File: src/rtl/result_uart_tx.sv
// Serialises an accepted {sel, data} sample as a header char {5'b10110, sel} followed by a data char.
// Latency: tx drops in the cycle after acceptance; frame is 2*(10+P+STOP_BITS-1)*CLKS_PER_BIT cycles.
// Backpressure: in_ready only in IDLE; in_valid while busy is ignored. Build option: RESULT_UART_PARITY_EN.
module result_uart_tx #(
   parameter int CLKS_PER_BIT = 4,
   parameter int STOP_BITS    = 1
) (
   input  logic       clk,
   input  logic       reset,
   input  logic       in_valid,
   output logic       in_ready,
   input  logic [2:0] in_sel,
   input  logic [7:0] in_data,
   output logic       tx,
   output logic       busy,
   output logic       frame_done
);

   localparam int CW = $clog2(CLKS_PER_BIT);

`ifdef RESULT_UART_PARITY_EN
   typedef enum logic [2:0] {S_IDLE, S_START, S_DATA, S_PARITY, S_STOP} state_t;
`else
   typedef enum logic [2:0] {S_IDLE, S_START, S_DATA, S_STOP} state_t;
`endif

   state_t          state_q, state_d;
   logic [CW-1:0]   cnt_q, cnt_d;
   logic [2:0]      bit_q, bit_d;
   logic            stop_q, stop_d;
   logic            char_q, char_d;
   logic [2:0]      sel_q, sel_d;
   logic [7:0]      data_q, data_d;

   logic            cell_end;
   logic            last_stop;
   logic [7:0]      cur_char;

   always_ff @(posedge clk) begin
      if (reset) begin
         state_q <= S_IDLE;
         cnt_q   <= '0;
         bit_q   <= '0;
         stop_q  <= 1'b0;
         char_q  <= 1'b0;
         sel_q   <= '0;
         data_q  <= '0;
      end else begin
         state_q <= state_d;
         cnt_q   <= cnt_d;
         bit_q   <= bit_d;
         stop_q  <= stop_d;
         char_q  <= char_d;
         sel_q   <= sel_d;
         data_q  <= data_d;
      end
   end

   assign cell_end  = (cnt_q == CW'(CLKS_PER_BIT - 1));
   assign last_stop = (STOP_BITS == 1) || stop_q;
   assign cur_char  = char_q ? data_q : {5'b10110, sel_q};

   always_comb begin
      state_d = state_q;
      cnt_d   = cnt_q;
      bit_d   = bit_q;
      stop_d  = stop_q;
      char_d  = char_q;
      sel_d   = sel_q;
      data_d  = data_q;

      // Every non-idle state times its bit cell the same way.
      if (state_q != S_IDLE) begin
         cnt_d = cell_end ? '0 : cnt_q + CW'(1);
      end

      case (state_q)
         S_IDLE: begin
            if (in_valid && in_ready) begin
               state_d = S_START;
               sel_d   = in_sel;
               data_d  = in_data;
               char_d  = 1'b0;
               cnt_d   = '0;
               bit_d   = '0;
               stop_d  = 1'b0;
            end
         end
         S_START: begin
            if (cell_end) state_d = S_DATA;
         end
         S_DATA: begin
            if (cell_end) begin
               if (bit_q == 3'd7) begin
                  bit_d = '0;
`ifdef RESULT_UART_PARITY_EN
                  state_d = S_PARITY;
`else
                  state_d = S_STOP;
`endif
               end else begin
                  bit_d = bit_q + 3'd1;
               end
            end
         end
`ifdef RESULT_UART_PARITY_EN
         S_PARITY: begin
            if (cell_end) state_d = S_STOP;
         end
`endif
         S_STOP: begin
            if (cell_end) begin
               if (last_stop) begin
                  stop_d = 1'b0;
                  if (!char_q) begin
                     state_d = S_START;
                     char_d  = 1'b1;
                  end else begin
                     state_d = S_IDLE;
                     char_d  = 1'b0;
                  end
               end else begin
                  stop_d = 1'b1;
               end
            end
         end
         default: state_d = S_IDLE;
      endcase
   end

   always_comb begin
      tx = 1'b1;
      case (state_q)
         S_START:  tx = 1'b0;
         S_DATA:   tx = cur_char[bit_q];
`ifdef RESULT_UART_PARITY_EN
         S_PARITY: tx = ^cur_char;
`endif
         default:  tx = 1'b1;
      endcase
   end

   assign in_ready   = (state_q == S_IDLE) && !reset;
   assign busy       = (state_q != S_IDLE);
   assign frame_done = (state_q == S_STOP) && char_q && cell_end && last_stop;

endmodule

File: config.mk
export PLATFORM = sky130hd
export DESIGN_NAME = result_uart_tx
export DESIGN_NICKNAME = d
export VERILOG_FILES = /design/src/rtl/result_uart_tx.sv
export SDC_FILE = /design/constraint.sdc
export NUM_CORES = 1
export LEC_CHECK = 0
export BUFFER_PORTS_ARGS = -buffer_cell sky130_fd_sc_hd__buf_2
export CAP_MARGIN = 30
export CORE_MARGIN = 1.5
export CORE_UTILIZATION = 54
export DETAILED_ROUTE_END_ITERATION = 6
export PLACE_DENSITY = 0.83
export RECOVER_POWER = 25
export SYNTH_ARGS = -nofsm -noshare
export SYNTH_HDL_FRONTEND = slang
export SYNTH_SLANG_ARGS = --single-unit
File: constraint.sdc
create_clock -name clk -period 2.4 [get_ports clk]
set_clock_uncertainty 0.15 [all_clocks]
set_input_delay 0.24 -clock clk [delete_from_list [all_inputs] [get_ports clk]]
set_output_delay 0.24 -clock clk [all_outputs]
set_load 0.01 [all_outputs]
==> results.toml <==
[run_status]
status = "finished with violations"
violations = "hold timing"

[logic_synthesis]
synthCells = 124
yosysTopAreaCellShare = 0.3606
synth-seq-cells = 19
syn-mean-instance-area_sq_um = 8.506
postSynthNetCount = 145
synth_seq_area_share = 0.3606
synth.cell_area_sq_um = 1055
ys_warn_count = 0
synth_area_leader_cell = "dfxtp_1"
synth.area.top_cells = "dfxtp_1 (36%), nand2b_1 (9.5%), ha_1 (8.3%), o21ai_0 (7.1%), mux2i_1 (4.7%)"
synth_cell_types = 30

[global_route]
grtUsageTotal = 0.2146
grt_max_degree = 23
grt_pass1_vias = 864
gr-total-overflow = 0
grt_pass1_wl_um = 3367
antenna_found_initial = 0

[place]
routabilityCongestion = 0.8008
portBuffers = 17
dp_cells = 159
dp_hpwl_um = 1418

[sta]
period_share = 0.8687
hold_ws_ps = -3.957
setup_viol_count_final = 0
worst_slew_pin_slew_ps = 585.2
rsz0062_at_grt = "no"
period_needed_ps = 2085
maxSlewViolCount = 0
finalHoldViolations = 1
fmax_ghz = 0.4797
max-slew-margin-rel = 0.6099
final.setup.tns_ps = 0

[clock_network]
cts_setup_buffers = 0
cts_buffer_depth = 2
root_buffer = "clkbuf_4"
clock-sinks = 19
htree_levels = 1
ctsResizeCount = 0
cts_buffers = 3
cts_tree = "yes"
clkLatencyLatePin_ps = 300
clk_pin_slew_ps = 100

[detailed_routing]
drtIter0Drc = 16
route.detailed.drc = 0
num_vias = 929
ant_nets = 0
firstDrtPassIters = 4
viasPerCell = 5.401
drt-total-wl_um = 2068
wl_per_cell_um = 12.02

[floorplan]
die_w_um = 47.20
die_area_sq_um = 2227
die_h_um = 47.20
io_pins = 18
initial_core_util = 0.5916
rows = 15
coreArea_sq_um = 1783

[setup_path]
reg2reg_depth = 5
path_class = "reg2out"
worstSetupStartpointType = "register"
worst-path-max-fanout = 10
slowest_delay_ps = 550
required_ps = 2010
cp_slowest_cell = "dfxtp_1"
path_cells = "inv_1, or3_1, nand4_1, o221ai_1, buf_2"
cp-end-kind = "primary output"
cp_data_arrival_time_ps = 1690

[min_path]
hold_depth = 3
hp-class = "in2reg"

[layout]
fin_nets = 169
syn_to_final_growth_pct = 18.51
stdcell_count = 172
drive_above_1_share = 0.1633
fill_cells = 148
n_antenna_cell = 0
final_common_cell = "dfxtp_1"
layout_common_cells = "dfxtp_1 (19), nand2b_1 (16), o21ai_0 (15), buf_2 (15), nand2_1 (13)"

[flow_run]
maxCapViolCount = 0

[power_and_ir_drop]
max-vdd-ir-drop_mv = 0.6019
p_leak_nw = 0.4956
powerDensity_nw_per_um2 = 830.1
[logic make-up after synthesis]
family | count (synthesis) | synth area share
muxes | 7 | 0.06880
and+or+nand+nor | 52 | 0.2681
buffers and inverters | 12 | 0.05456
adders and majority gates | 7 | 0.08303
AOI/OAI and AO/OA | 27 | 0.1649
DFF | 19 | 0.3606
[power by group]
group | internal [mW] | switching (mW) | total, mW
combinational | 0.212 | 0.239 | 0.451
sequential | 0.382 | 0.0416 | 0.423
clock | 0.0648 | 0.0988 | 0.164
[registers in the layout, indices dropped and copies added (netlist names)]
register and flops:
char_q 1, data_q 8, cnt_q 2, state_q 2
sel_q 3, bit_q 3
[repair_timing]
item	CTS	global route
setup endpoints to repair	0	0
hold buffers	9	0
hold endpoints to repair	9	0
[per-stage QoR]
step | hold WS, ps | total power [mW] | cell area [sq um] | worst slack, ps | utilization
4_1_cts | 2.753 | 1.042 | 1252 | 307.4 | 0.7025
3_5_place_dp | 291.6 | 0.8706 | 1136 | 381.9 | 0.6372
5_1_grt | 20.04 | 1.105 | 1250 | 71.41 | 0.7011
3_3_place_gp | 282.2 | 0.8502 | 1136 | 481.3 | 0.6372
6_report | -3.957 | 1.038 | 1250 | 315.2 | 0.7011
2_1_floorplan | 198.6 | 0.7858 | 1055 | 546.7 | -
[cell type report]
cell class / instances / area, sq um / share of cell area
Multi-Input combinational cell: 93 / 616.8 / 0.4935
Inverter: 4 / 15.01 / 0.01201
Timing Repair Buffer: 27 / 180.2 / 0.1441
Tap cell: 25 / 31.28 / 0.02503
Clock buffer: 4 / 26.28 / 0.02102
Sequential cell: 19 / 380.4 / 0.3043
[cell usage after synthesis (all sizes together)]
| library cell | n |
|---|---|
| nand4b | 1 |
| nor3 | 1 |
| o221ai | 1 |
| o21ai | 15 |
| and3b | 1 |
| nor3b | 2 |
| a22oi | 1 |
| and3 | 1 |
| mux2i | 5 |
| nand2b | 16 |
| dfxtp | 19 |
| clkbuf | 3 |
| buf | 5 |
| and2 | 1 |
| nand3 | 2 |
| nand4 | 1 |
| nand2 | 13 |
| nor2b | 2 |
| inv | 4 |
| a211oi | 2 |
| or3 | 2 |
| nor2 | 8 |
| mux2 | 2 |
| a21oi | 7 |
| a32oi | 1 |
| ha | 7 |
| nand3b | 1 |
[path summary, 6_finish.rpt]
check / endpoint / from / slack, ps
worst max-delay path: tx / char_q / 320
worst min-delay path: sel_q[1] / in_sel[1] / -4
worst max register to register: data_q[5] / state_q[0] / 370
worst min register to register: data_q[3] / data_q[3] / 330
[layer usage]
layer,share of wire,global-route usage,vias up
met5,0,0,-
met4,0.011,0.1056,0
met3,0.038,0.03077,4
met2,0.49,0.3616,20
met1,0.46,0.2662,437
li1,-,-,468
[critical path, delay by kind of cell, from the launching register on]
kind                   cells  cell delay [ps]
flip-flops                 1              550
AND/OR/NAND/NOR            2              450
buffers and inverters      2              280
AO/OA/AOI/OAI              1              110
(Power assumes the default switching activity.)
